==> src/rtl/fb_pixel_writer.sv <==
// fb_pixel_writer: clips renderer pixels and writes them to a framebuffer port; also clears the buffer.
//   clk, rst             clock, synchronous active-high reset
//   clear, bg_cidx       start a clear, clear colour (sampled when clear is accepted)
//   x, y, cidx, drawing  signed pixel stream from renderer; oe stalls the renderer
//   fb_we/addr/din       framebuffer write request, held until fb_ready
//   busy, clear_done     activity status, one-tick clear completion
//   clip_cnt             saturating count of off-screen pixels
module fb_pixel_writer #(
  parameter int CORDW  = 16,
  parameter int CIDXW  = 4,
  parameter int WIDTH  = 320,
  parameter int HEIGHT = 180,
  parameter int ADDRW  = $clog2(WIDTH*HEIGHT)
) (
  input  logic             clk,
  input  logic             rst,
  input  logic             clear,
  input  logic [CIDXW-1:0] bg_cidx,
  input  logic [CORDW-1:0] x,
  input  logic [CORDW-1:0] y,
  input  logic [CIDXW-1:0] cidx,
  input  logic             drawing,
  output logic             oe,
  output logic             fb_we,
  output logic [ADDRW-1:0] fb_addr,
  output logic [CIDXW-1:0] fb_din,
  input  logic             fb_ready,
  output logic             busy,
  output logic             clear_done,
  output logic [15:0]      clip_cnt
);
  typedef enum logic [1:0] {DRAW, CLEAR_WAIT, CLEAR} state_t;
  localparam logic [ADDRW-1:0] LAST = ADDRW'(WIDTH*HEIGHT-1);
  state_t state;
  logic [CIDXW-1:0] bg;
  logic slot_free, accept, on_screen;
  always_comb begin
    slot_free = !fb_we || fb_ready;
    oe = !rst && state == DRAW && slot_free;
    accept = drawing && oe;
    // sign bit clear means non-negative, so the upper-bound compares can be unsigned
    on_screen = !x[CORDW-1] && !y[CORDW-1] && x < CORDW'(WIDTH) && y < CORDW'(HEIGHT);
    busy = state != DRAW || fb_we;
  end
  always_ff @(posedge clk) begin
    if (rst) begin
      state <= DRAW;
      fb_we <= 1'b0;
      fb_addr <= '0;
      fb_din <= '0;
      clear_done <= 1'b0;
      clip_cnt <= '0;
      bg <= '0;
    end else begin
      clear_done <= 1'b0;
      case (state)
        DRAW: begin
          if (slot_free) fb_we <= accept && on_screen;
          if (accept && on_screen) begin
            fb_addr <= ADDRW'(y) * ADDRW'(WIDTH) + ADDRW'(x);
            fb_din <= cidx;
          end
          if (accept && !on_screen && clip_cnt != '1) clip_cnt <= clip_cnt + 1'b1;
          if (clear) begin
            state <= CLEAR_WAIT;
            bg <= bg_cidx;
          end
        end
        CLEAR_WAIT: if (slot_free) begin
          state <= CLEAR;
          fb_we <= 1'b1;
          fb_addr <= '0;
          fb_din <= bg;
        end
        CLEAR: if (fb_ready) begin
          if (fb_addr == LAST) begin
            state <= DRAW;
            fb_we <= 1'b0;
            clear_done <= 1'b1;
          end else fb_addr <= fb_addr + 1'b1;
        end
        default: state <= DRAW;
      endcase
    end
  end
endmodule

==> config.mk <==
export PLATFORM = sky130hd
export DESIGN_NAME = fb_pixel_writer
export DESIGN_NICKNAME = d
export VERILOG_FILES = /design/src/rtl/fb_pixel_writer.sv
export SDC_FILE = /design/constraint.sdc
export NUM_CORES = 1
export LEC_CHECK = 0
export CORE_MARGIN = 5
export CORE_UTILIZATION = 40
export CTS_CLUSTER_DIAMETER = 40
export DETAILED_ROUTE_END_ITERATION = 6
export GPL_TIMING_DRIVEN = 0
export PLACE_DENSITY = 0.67
export SETUP_SLACK_MARGIN = 0.4
export SYNTH_ARGS = -nofsm -noshare
export SYNTH_HDL_FRONTEND = slang
export SYNTH_SLANG_ARGS = --single-unit
==> constraint.sdc <==
create_clock -name clk -period 3.37 [get_ports clk]
set_input_delay 0.674 -clock clk [delete_from_list [all_inputs] [get_ports clk]]
set_output_delay 0.674 -clock clk [all_outputs]
set_load 0.005 [all_outputs]
# After elaboration in Yosys (flattened, before gate mapping)
# Cells that the tools add are included.
# totals
regBits	44
inputBits	45
out_inout_bits	40
# classes
addsub	3
mul	1
order_cmp	2
n_eq_ne	11
n_mux	19
bitwise	2
reduce_logical	27
# ops
op	count
16-bit two-way mux	4
16-bit case mux with 3 select lines	1
16-bit by 1-bit adder with 16-bit output (second input constant)	2
16-bit adder	1
16-bit == test (second input constant)	1
16-bit by 8-bit less-than comparator with 1-bit output (second input constant)	1
16-bit by 9-bit less-than comparator with 1-bit output (second input constant)	1
16-bit by 3-bit multiplier with 10-bit output (second input constant)	1
16-bit != test (second input constant)	1
2-bit != test (second input constant)	6
5-bit AND reduction	2
1-bit logical AND	9
2-bit two-way mux	4
4-bit two-way mux	2
4-bit case mux with 2 select lines	1
2-bit case mux with 3 select lines	1
1-bit logical NOT	5
1-bit two-way mux	5
2-bit AND reduction	2
4-bit AND reduction	1
2-bit nonzero test	2
1-bit case mux with 3 select lines	1
3-bit AND reduction	1
3-bit nonzero test	1
7 further kinds	9

# Depth between registers and ports, before layout
# Gate-level depths: netlist of run 1.
# depth
depth_word	8
mapped_depth	13
depth_no_buf	13

# Worst setup path after synthesis of run 1
# No wires, ideal clock.
# synth_timing
kind	input to register
start	input port y[1]
end	register fb_addr[13]
setup_time_ns	0.092
t_arrival_ns	3.068
required_time_ns	3.278
setup_slack_ns	0.209
stages	12
path_buffers	0
path_cell_list	ha_1 > ha_1 > inv_1 > fa_1 > xnor2_1 > ha_1 > or2_2 > and2_1 > o22a_1 > xnor2_1 > o32a_1 > o32ai_1
# synth_via
elab_chain_len	5
word_cells_on_any_way	9
# synth_rtl
item	line_no	source
from (decl)	20	input logic [CORDW-1:0] y,
branches (longest 5 deep; another with 16-bit by 3-bit multiplier with 10-bit output)	--	
to (signal assigned)	60	fb_addr <= ADDRW'(y) * ADDRW'(WIDTH) + ADDRW'(x);
to (signal assigned)	80	end else fb_addr <= fb_addr + 1'b1;
to (decl)	25	output logic [ADDRW-1:0] fb_addr,
# Several ways; the timed one is not identified. The select of a mux whose other input is x is not followed.
# A chain may end at the register's enable or synchronous reset.

# Worst setup path after layout of run 1
# layout_timing
start	input port y[3]
end	register fb_addr[13]
# Same word-level chain as after synthesis.

==> results.txt, run 1 <==
The flow ran to the end, and the final reports show no timing, DRC or antenna violations. The startpoint identified for the worst register-to-register timing path is fb_addr[0]. The count of H-tree levels built during CTS came out at 2. The total CTS buffers is 5.

The largest net degree at the start of global routing came out at 15. The most frequent cell after synthesis is dfxtp_1. The total nets after synthesis is ~480. The clock skew is 0.006440 ns. The first element of the critical path is y[3]. The largest buffer count on any clock path is 2.

The post-layout net count is 577. dfxtp_1 takes more of the synthesized area than any other cell. 85 I/O pins were placed. The post-synthesis cell count came out at approximately 410. The length of the first detailed-routing pass in iterations came out at 4. The data required time of the critical path came out at 3.58 ns.

The standard cell core area came out at 0.008175 mm2. The average wire per standard cell came out at 15.38 um. The initial antenna violation count came out at 0. Across the whole layout, storage elements account for 880.8 um2. The detailed-route wire length came out at 9354 um. The part of the Yosys area used for sequential elements came out at 26.42%. Port buffering added 83 buffers. The count of clock tree sinks came out at 44.

The fmax is 0.3316 GHz. Using the TritonRoute via totals, the vias-per-cell ratio works out to 5.512. The area of the die came out at 0.01026 mm2. The slack of the worst reg-to-reg path came out at 1.03 ns. The share of synthesized registers carrying an async set or reset came out at 0%. The standard-cell row count is 33. The critical path arrival is 3.23 ns.

The slew at the pin with the worst max-slew slack came out at 0.6178 ns. The final instance area came out at around 0.0047 mm2. The first-iteration detailed-routing DRC count is 140.

The Yosys step of the flow raised 0 warnings. The post-route netlist has between 10 and 15% of its cells at a drive strength greater than 1. The clock latency at the later pin of the worst-skew pair came out at approximately 0.30 ns. The standby leakage power is 0.001750 uW. In the finished design, the share of the clock period the worst path needs comes to 89.48%. Detailed routing inserted a total of 3351 vias.

The overall fraction of global-route tracks in use came out at 18.49%. The count of filler cells inserted in the layout is between 700 and 800. The number of flip-flops and latches in the synthesized netlist came out at between 40 and 50. The die is 101.3 um tall.

In the synthesized netlist, the cells that appear most often are dfxtp_1 (44), nor2_1 (41), nand2_1 (30). The number of failing setup endpoints in the final timing report came out at 0. In this run, synthesis inferred 0 flip-flops with an integrated enable. The critical path in this run is classified as in -> reg. The mapped cell area came out at ~0.0033 mm2. The first global-routing pass estimated 15600 um of wire.

Dividing total power by cell area gives a power density of 405.3 mW/mm2. Of all nets on the critical path, the largest fanout is 3. The remaining global-route overflow came out at 0.

The repair_antennas step left the layout with diodes totalling 0. From left edge to right edge, the die measures 101.3 um. For this run, the leading register cell type out of synthesis is dfxtp_1.

The post-synthesis to final-layout area growth is 39.92%. The startpoint identified for the worst hold timing path is bg[3]. Sorting the synthesized cells by area gives the leading types as dfxtp_1 (26%), ha_1 (11%), xnor2_1 (5.5%).

TritonCTS built the clock tree. Clock-pin slew was measured on the worst setup and hold paths at around 0.090 ns. The DRC violation count after routing is 0. The count of final hold-check violations was 0. Setup repair after global routing could not meet its margin everywhere.

In this run the worst hold path is classified as reg -> reg. After clock tree synthesis, the flow added hold-fix buffers numbering 0. The core occupancy in the finished layout is 57.07%. The cell chosen for the clock root is clkbuf_8. The congestion estimate from routability-driven global placement came to 0.8868. The number of library cell types mapped by synthesis came out at 66.

The fraction of post-synthesis cell area in the top cell type by area came out at about a quarter. The worst setup path is captured at a register. The number of global-route vias before repair is 3188.

The initial utilization of the core area, before any placement, comes to between 40% and 50%. The type of origin of the critical path is an input pin. The number of maximum-capacitance violations is 0.

The shortest period the worst path allows is 3.015 ns. The area of the multi-input gates is approximately 0.0024 mm2. The worst slew margin relative to its limit came out at 58.43%. The HPWL after detailed placement is 6939 um.

The highest ir drop seen on vdd came out at 0.2753 mV. The final max-slew violation count is 0. Once detail routing completed, the nets flagged for antenna violations numbered 0. After detailed placement, the total cell area comes to 0.004348 mm2.

The mean instance size in the synthesized netlist is between 8 and 9 um2.
[worst max-delay path, cell delays in order]
cell and delay [ns]:
buf_8 0.10, ha_4 0.26, ha_4 0.13, inv_2 0.03, fa_2 0.38, xnor2_2 0.16
ha_1 0.31, or2_4 0.23, and2_4 0.14, o22a_1 0.22, xnor2_2 0.16, o32a_1 0.18
o32ai_1 0.24
[state kept, by name, summed over array words and instances (netlist names)]
register and cells:
fb_din 4, fb_we 1, state 2, clip_cnt 16
fb_addr 16, bg 4, clear_done 1
[routing by layer]
| layer | vias to the layer above | track usage (%) | share of wire, % |
|---|---|---|---|
| met3 | 10 | 2.135 | 5.6 |
| met5 | - | 0 | 0 |
| met4 | 0 | 4.090 | 1.3 |
| met2 | 103 | 30.28 | 47 |
| met1 | 1565 | 26.11 | 46 |
| li1 | 1673 | - | - |
[cell type report]
cell class,instances,share of cell area (%)
Buffer,18,3.298
Clock buffer,6,1.770
Clock inverter,2,0.8313
Inverter,24,1.931
Multi-Input combinational cell,323,52.27
Sequential cell,44,18.88
Tap cell,105,2.816
Timing Repair Buffer,86,18.21
[placed cells by master (no fill, tap or decap), drive strengths merged, types with 14 or more instances in the layout]
cell,instances
nor3,20
ha,28
clkdlybuf4s50,74
clkbuf,20
xnor2,21
dfxtp,44
o21ai,22
nand2,30
nor2,41
nand3,14
a21oi,29
inv,24
[stage by stage]
stage / setup WS (ns) / total power [uW] / TNS (ns) / hold WS (ns) / cells
global placement: -0.3988 / 1384 / -1.440 / 0.4475 / 597
finish: 0.3545 / 1891 / 0 / 0.4591 / 608
CTS: 0.3794 / 1869 / 0 / 0.4610 / 606
floorplan: 0.2869 / 1122 / 0 / 0.4302 / 409
global route: 0.3115 / 2018 / 0 / 0.4949 / 608
detailed placement: -0.4145 / 1395 / -1.591 / 0.4480 / 597
[path summary, 6_finish.rpt]
check           endpoint  depth (start not counted)
min reg2reg        bg[3]                          2
max reg2reg  fb_addr[11]                          9
max          fb_addr[13]                         13
min                bg[3]                          2
[power by group]
| group | total (uW) | switching (uW) | internal, uW |
|---|---|---|---|
| registers | 634 | 66.0 | 568 |
| clock network | 434 | 191 | 243 |
| logic | 824 | 385 | 439 |
| total | 1890 | 642 | 1250 |
[kinds of logic (layout without fill, tap and decap cells)]
family                   Yosys count  count (layout)  share of synthesized area, %
flip-flops                        44              44                         26.42
multiplexers                      10              10                         3.152
adder cells (fa/ha/maj)           30              30                         11.71
buffers and inverters             42             136                         7.317
AO/OA/AOI/OAI                    100             100                         20.23
AND/OR/NAND/NOR                  157             157                         24.35
XOR/XNOR                          26              26                         6.829
[repair_timing]
action / in CTS / in global routing
setup endpoints to repair: 6 / 12
cloned: 0 / 0
pin swaps: 4 / 20
resized for setup: 34 / 26
setup buffers: 1 / 2
hold endpoints to repair: 0 / 0
(Power assumes the default switching activity.)
==> run 2: changes to the inputs <==
--- a/config.mk
+++ b/config.mk
@@ -7,6 +7,7 @@
 export LEC_CHECK = 0
 export CORE_MARGIN = 5
 export CORE_UTILIZATION = 40
+export CTS_BUF_LIST = sky130_fd_sc_hd__clkbuf_2 sky130_fd_sc_hd__clkbuf_4 sky130_fd_sc_hd__clkbuf_8
 export CTS_CLUSTER_DIAMETER = 40
 export DETAILED_ROUTE_END_ITERATION = 6
 export GPL_TIMING_DRIVEN = 0
@@ -15,3 +16,4 @@
 export SYNTH_ARGS = -nofsm -noshare
 export SYNTH_HDL_FRONTEND = slang
 export SYNTH_SLANG_ARGS = --single-unit
+export TNS_END_PERCENT = 1
==> results.txt, run 2 (synthesized netlist as in run 1, its figures left out) <==
In this run the clock root is driven by a clkbuf_8. The area growth from synthesis to layout is 37.67%. The type of origin of the critical path is an input pin. The cts-stage hold buffer count is 0 (unchanged).

The critical path arrival was 3.23 ns (about the same). The overall fraction of global-route tracks in use is 18.39% (-0.10 points). The clock latency at the later pin of the worst-skew pair came out at 0.30 ns (about the same). The remaining global-route overflow is 0 (unchanged). The final max-slew violation count is 0 (unchanged). The number of vias per cell after detailed routing came out at 5.528 (+0.30%). The setup slack at placement is -0.4472 ns (-0.03263 ns). Setup repair after global routing could not meet its margin everywhere. The library cell used most frequently in the layout, excluding fill and tap cells, is clkdlybuf4s50_1. The largest registers in the layout are clip_cnt (16), fb_addr (16). The highest fanout seen on the critical path is 3 (unchanged). The height of the chip was 101.3 um (unchanged).

The kind of end point of the critical path is a register. The power per standard cell area is 384.6 mW/mm2 (-5.1%). The flow ran to the end, and the final reports show no timing, DRC or antenna violations. The total CTS buffers came to 5 (unchanged). The standby leakage power is 0.001711 uW (-2.2%).

The largest net degree at the start of global routing is 14 (-1). The initial antenna violation count came out at 0 (unchanged). The final critical-path setup slack was 0.3525 ns (-0.002027 ns). The standard-cell row count came out at 33 (unchanged). The count of H-tree levels built during CTS came to 2 (unchanged).

The count of antenna diodes in the layout is 0 (unchanged). In the layout the commonest cells are clkdlybuf4s50_1 (76), dfxtp_1 (44), nor2_1 (41), nand2_1 (30), a21oi_1 (27). The post-layout net count is 578 (+0.17%). The antenna violation net count after detailed routing is 0 (unchanged).

The slew at the pin with the worst max-slew slack is 0.6090 ns (-0.008798 ns). The count of vias placed by the detailed router is 3361 (+0.30%). The shortest period the worst path allows came out at 3.018 ns (+0.002027 ns). The largest buffer count on any clock path came out at 2 (unchanged).

The critical path in this run is classified as in -> reg. The layout cell share with drive strength beyond 1 is 12.92% (-1.2 points). The length of the first detailed-routing pass in iterations came out at 5 (+1).

The highest ir drop seen on vdd came out at 0.1559 mV (-43%). The width of the die is 101.3 um (unchanged). The number of placed I/O pins is 85 (unchanged). The fmax came out at 0.3314 GHz (about the same). The detailed-route wire length came out at 9205 um (-1.6%). The number of failing setup endpoints in the final timing report is 0 (unchanged). The instance area at placement was 0.004348 mm2 (unchanged). TritonCTS built the clock tree.

The initial core utilization is 40.79% (unchanged). The ratio of final minimum period to clock period came to 89.54% (about the same). The DRC violation count after routing came to 0 (unchanged). The path class of the tightest hold or removal check is reg -> reg. The first-pass GRT wire length is 15480 um (-0.79%). The clock skew is 0.01053 ns (+0.004092 ns).

The average wire per standard cell came out at 15.14 um (-1.6%). The number of I/O port buffers is 83 (unchanged). The first-iteration detailed-routing DRC count is 195 (+39%). The data required time of the critical path is 3.59 ns (about the same). The slack of the worst reg-to-reg path came to 0.97 ns (-0.06 ns). The worst slew margin relative to its limit came out at 59.03% (+0.59 points). The number of maximum-capacitance violations is 0 (unchanged). The register clock-pin slew on the reported worst setup and hold paths was 0.09 ns (about the same). The global placement routability congestion is 0.8984 (+1.3%). The count of final hold-check violations is 0 (unchanged). The area of the die came out at 0.01026 mm2 (unchanged). The count of clock tree sinks is 44 (unchanged). The standard cell core area came out at 0.008175 mm2 (unchanged). The final instance area is 0.004591 mm2 (-1.6%). The count of filler cells inserted in the layout came out at 776 (+2.9%). The number of global-route vias before repair is 3231 (+1.3%). The HPWL after detailed placement came out at 6935 um (about the same).
run 2: changes by cell type in the layout (fill, tap and decap cells not counted), moves of 2 or more:
cell and delta:
dlymetal6s2s_1 -2, o21ai_1 -2, clkdlybuf4s50_1 +2, o21ai_0 +2
run 2: critical path: stages:
cell and delay (ns):
buf_8 0.10, ha_4 0.26, ha_4 0.13, inv_2 0.03, fa_2 0.38, xnor2_2 0.15, ha_1 0.31, or2_4 0.23
and2_4 0.14, o22a_1 0.23, xnor2_2 0.15, o32a_1 0.18, o32ai_1 0.25
run 2: routing by layer:
| layer | up-vias | wire length [um] | global-route usage [%] |
|---|---|---|---|
| met5 | - | 0 | 0 |
| met4 | 0 | 158 | 5.419 |
| met3 | 15 | 528 | 2.479 |
| met2 | 108 | 4274 | 30.33 |
| met1 | 1565 | 4244 | 25.00 |
| li1 | 1673 | - | - |
run 2: repair_timing:
item                       CTS  global route
pin swaps                    6             9
setup endpoints to repair    6            10
resized for setup           34            11
buffers inserted             1             3
hold endpoints to repair     0             0
gates cloned                 0             0
run 2: per-stage QoR:
stage | hold slack, ns | TNS (ns) | total power [uW] | utilization [%] | std cells
2_1_floorplan | 0.4302 | 0 | 1122 | - | 409
3_3_place_gp | 0.4460 | -1.441 | 1383 | 53.18 | 597
3_5_place_dp | 0.4492 | -1.707 | 1396 | 53.18 | 597
4_1_cts | 0.4608 | 0 | 1762 | 55.40 | 605
5_1_grt | 0.4887 | 0 | 1882 | 56.15 | 608
6_report | 0.4682 | 0 | 1765 | 56.15 | 608
run 2: cell type report:
class / instances / area, um2 / area share [%]
flip-flops and latches: 44 / 880.8 / 19.19
clock inverters: 2 / 12.51 / 0.2726
clock buffers: 5 / 68.82 / 1.499
repair buffers: 87 / 853.3 / 18.59
multi-input cells: 323 / 2400 / 52.28
inverters: 24 / 90.09 / 1.962
plain buffers: 18 / 153.9 / 3.352
well taps: 105 / 131.4 / 2.862
run 2: path summary, 6_finish.rpt:
kind         startpoint     endpoint  cells after the start
min               bg[1]        bg[1]                      2
max reg2reg  fb_addr[0]  fb_addr[15]                      8
min reg2reg       bg[1]        bg[1]                      2
max                y[3]  fb_addr[13]                     13
run 2: power breakdown:
part	leakage (uW)	switching, uW	internal, uW
Clock	0.0000400	185	141
Sequential	0.000358	66.8	568
Combinational	0.00131	374	431
Total	0.00171	626	1140
==> run 3: changes to the inputs <==
--- a/config.mk
+++ b/config.mk
@@ -16,4 +16,4 @@
 export SYNTH_ARGS = -nofsm -noshare
 export SYNTH_HDL_FRONTEND = slang
 export SYNTH_SLANG_ARGS = --single-unit
-export TNS_END_PERCENT = 1
+export TNS_END_PERCENT = 30
==> results.txt, run 3 (synthesized netlist as in run 1, its figures left out) <==
The initial core utilization came out at 40.79% (unchanged). The remaining global-route overflow is 0 (unchanged). The overall fraction of global-route tracks in use is 18.39% (unchanged). The DRC violation count after routing came to 0 (unchanged). Setup repair after global routing could not meet its margin everywhere. The length of the first detailed-routing pass in iterations was 6 (+1). The antenna violation net count after detailed routing came out at 0 (unchanged). The first-iteration detailed-routing DRC count is 209 (+7.2%). The standby leakage power came out at 0.001724 uW (+0.79%). The worst hold path stage count was 2 (unchanged). The number of I/O port buffers came out at 83 (unchanged).

The slack of the worst reg-to-reg path came out at 0.96 ns (about the same). The standard-cell row count is 33 (unchanged). The setup slack at placement came to -0.4472 ns (unchanged). The first-pass GRT wire length is 15480 um (unchanged). The count of antenna diodes in the layout is 0 (unchanged). The fmax was 0.3314 GHz (about the same).

The library cells used most frequently in the layout, excluding fill and tap cells, are clkdlybuf4s50_1 (75), dfxtp_1 (44), nor2_1 (41), nand2_1 (30), a21oi_1 (27). The post-layout net count is 579 (+0.17%). The count of filler cells inserted in the layout came out at 776 (unchanged).

The startpoint-to-endpoint class of the critical path is in -> reg. The reg-to-reg endpoint is fb_addr[15]. The highest ir drop seen on vdd came to 0.1577 mV (+1.2%). The register clock-pin slew on the reported worst setup and hold paths is 0.09 ns (about the same). The count of clock tree sinks came to 44 (unchanged). The shortest period the worst path allows is 3.017 ns (-0.0004350 ns). The count of vias placed by the detailed router came to 3317 (-1.3%).

The clock latency at the later pin of the worst-skew pair is 0.30 ns (about the same). The number of maximum-capacitance violations is 0 (unchanged). The critical path arrival came out at 3.23 ns (about the same). The first element of the critical path is y[3]. The ratio of final minimum period to clock period is 89.53% (about the same). The CTS tree is yes. The number of failing setup endpoints in the final timing report was 0 (unchanged). The final critical-path setup slack came out at 0.3529 ns (+0.0004350 ns). The HPWL after detailed placement is 6935 um (unchanged). STA classifies the critical path startpoint as an input pin.

The area of the multi-input gates is 0.002400 mm2 (unchanged). The number of placed I/O pins came out at 85 (unchanged). The power per standard cell area came out at 383.9 mW/mm2 (-0.16%). The clock skew came out at 0.01004 ns (-0.0004942 ns). The layout cell share with drive strength beyond 1 was 13.10% (+0.17 points).

The post-synthesis to final-layout area growth came out at 37.97%. The number of global-route vias before repair came to 3231 (unchanged). The total power after layout is 1766 uW (about the same). The average wire per standard cell is 15.08 um (-0.38%). The highest fanout seen on the critical path came to 3 (unchanged).

The startpoint identified for the worst register-to-register timing path is fb_addr[0]. The standard cell core area came out at 0.008175 mm2 (unchanged). The height of the chip is 101.3 um (unchanged).

The worst setup path is captured at a register. The area of the die is 0.01026 mm2 (unchanged). The width of the die is 101.3 um (unchanged). The worst hold path belongs to the class reg -> reg.

The largest net degree at the start of global routing came out at 14 (unchanged). The cts-stage hold buffer count is 0 (unchanged). The number of vias per cell after detailed routing was 5.447 (-1.5%). The worst slew margin relative to its limit is 59.75% (+0.73 points). The final max-slew violation count is 0 (unchanged). The global placement routability congestion was 0.8984 (unchanged). The cell chosen for the clock root is clkbuf_8. In this run the worst setup path terminates at fb_addr[13].

The count of H-tree levels built during CTS came out at 2 (unchanged). The total area of sequential cells came out at 880.8 um2 (unchanged). The initial antenna violation count is 0 (unchanged). The slew at the pin with the worst max-slew slack came to 0.5982 ns (-0.01078 ns).

The data required time of the critical path is 3.58 ns (about the same). The path depth of the worst reg2reg path was 8 (unchanged). The library cell used most frequently in the layout, excluding fill and tap cells, is clkdlybuf4s50_1. The detailed-route wire length is 9185 um (-0.22%). The count of final hold-check violations came out at 0 (unchanged). The run finished with clean final reports. The total CTS buffers was 5 (unchanged). The largest buffer count on any clock path came out at 2 (unchanged). In the final layout, the registers with the most flip-flops are clip_cnt (16), fb_addr (16).
run 3: cell types whose count changed in the layout (fill, tap and decap cells not counted):
cell / change
buf_4: +1
clkdlybuf4s50_1: -1
dlymetal6s2s_1: +1
o21ai_0: -1
o21ai_1: +1
run 3: how the worst min path moves through the flow:
stage / start / end / slack [ns]
CTS: bg[0] / bg[0] / 0.46
global route: bg[2] / bg[2] / 0.49
floorplan: bg[0] / bg[0] / 0.43
finish: bg[0] / bg[0] / 0.46
detailed placement: bg[0] / bg[0] / 0.45
global placement: bg[1] / bg[1] / 0.45
run 3: metrics by stage:
stage | setup TNS (ns) | instance area, um2 | hold slack [ns] | instances | util [%]
6_report | 0 | 4601 | 0.4628 | 609 | 56.27
5_1_grt | 0 | 4601 | 0.4887 | 609 | 56.27
4_1_cts | 0 | 4529 | 0.4608 | 605 | 55.40
3_5_place_dp | -1.707 | 4348 | 0.4492 | 597 | 53.18
3_3_place_gp | -1.441 | 4348 | 0.4460 | 597 | 53.18
2_1_floorplan | 0 | 3386 | 0.4302 | 409 | -
run 3: critical path, stage by stage:
cell     delay (ns)
buf_8          0.10
ha_4           0.26
ha_4           0.13
inv_2          0.03
fa_2           0.38
xnor2_2        0.15
ha_1           0.31
or2_4          0.23
and2_4         0.14
o22a_1         0.23
xnor2_2        0.15
o32a_1         0.18
o32ai_1        0.25
run 3: layer usage:
metal	GRT usage (%)	routed length, um
met3	2.479	515
met5	0	0
met4	5.419	156
met2	30.33	4290
met1	25.00	4222
run 3: what timing repair did:
item	4_1_cts	5_1_grt
resized for setup	34	13
endpoints found under the setup margin	6	10
pin swaps	6	13
setup buffers	1	4
run 3: layout make-up:
cell class / count / area share [%]
sequential: 44 / 19.15
tap: 105 / 2.856
buffer: 18 / 3.345
inverter: 24 / 1.958
clock buffer: 5 / 1.496
multi-input combinational: 323 / 52.16
timing repair buffer: 88 / 18.77
clock inverter: 2 / 0.2720
run 3: report_power, final:
group	leakage, uW	switching [uW]	internal, uW
clock network	0.0000400	184	141
registers	0.000358	67.0	568
logic	0.00133	374	433
total	0.00172	625	1140
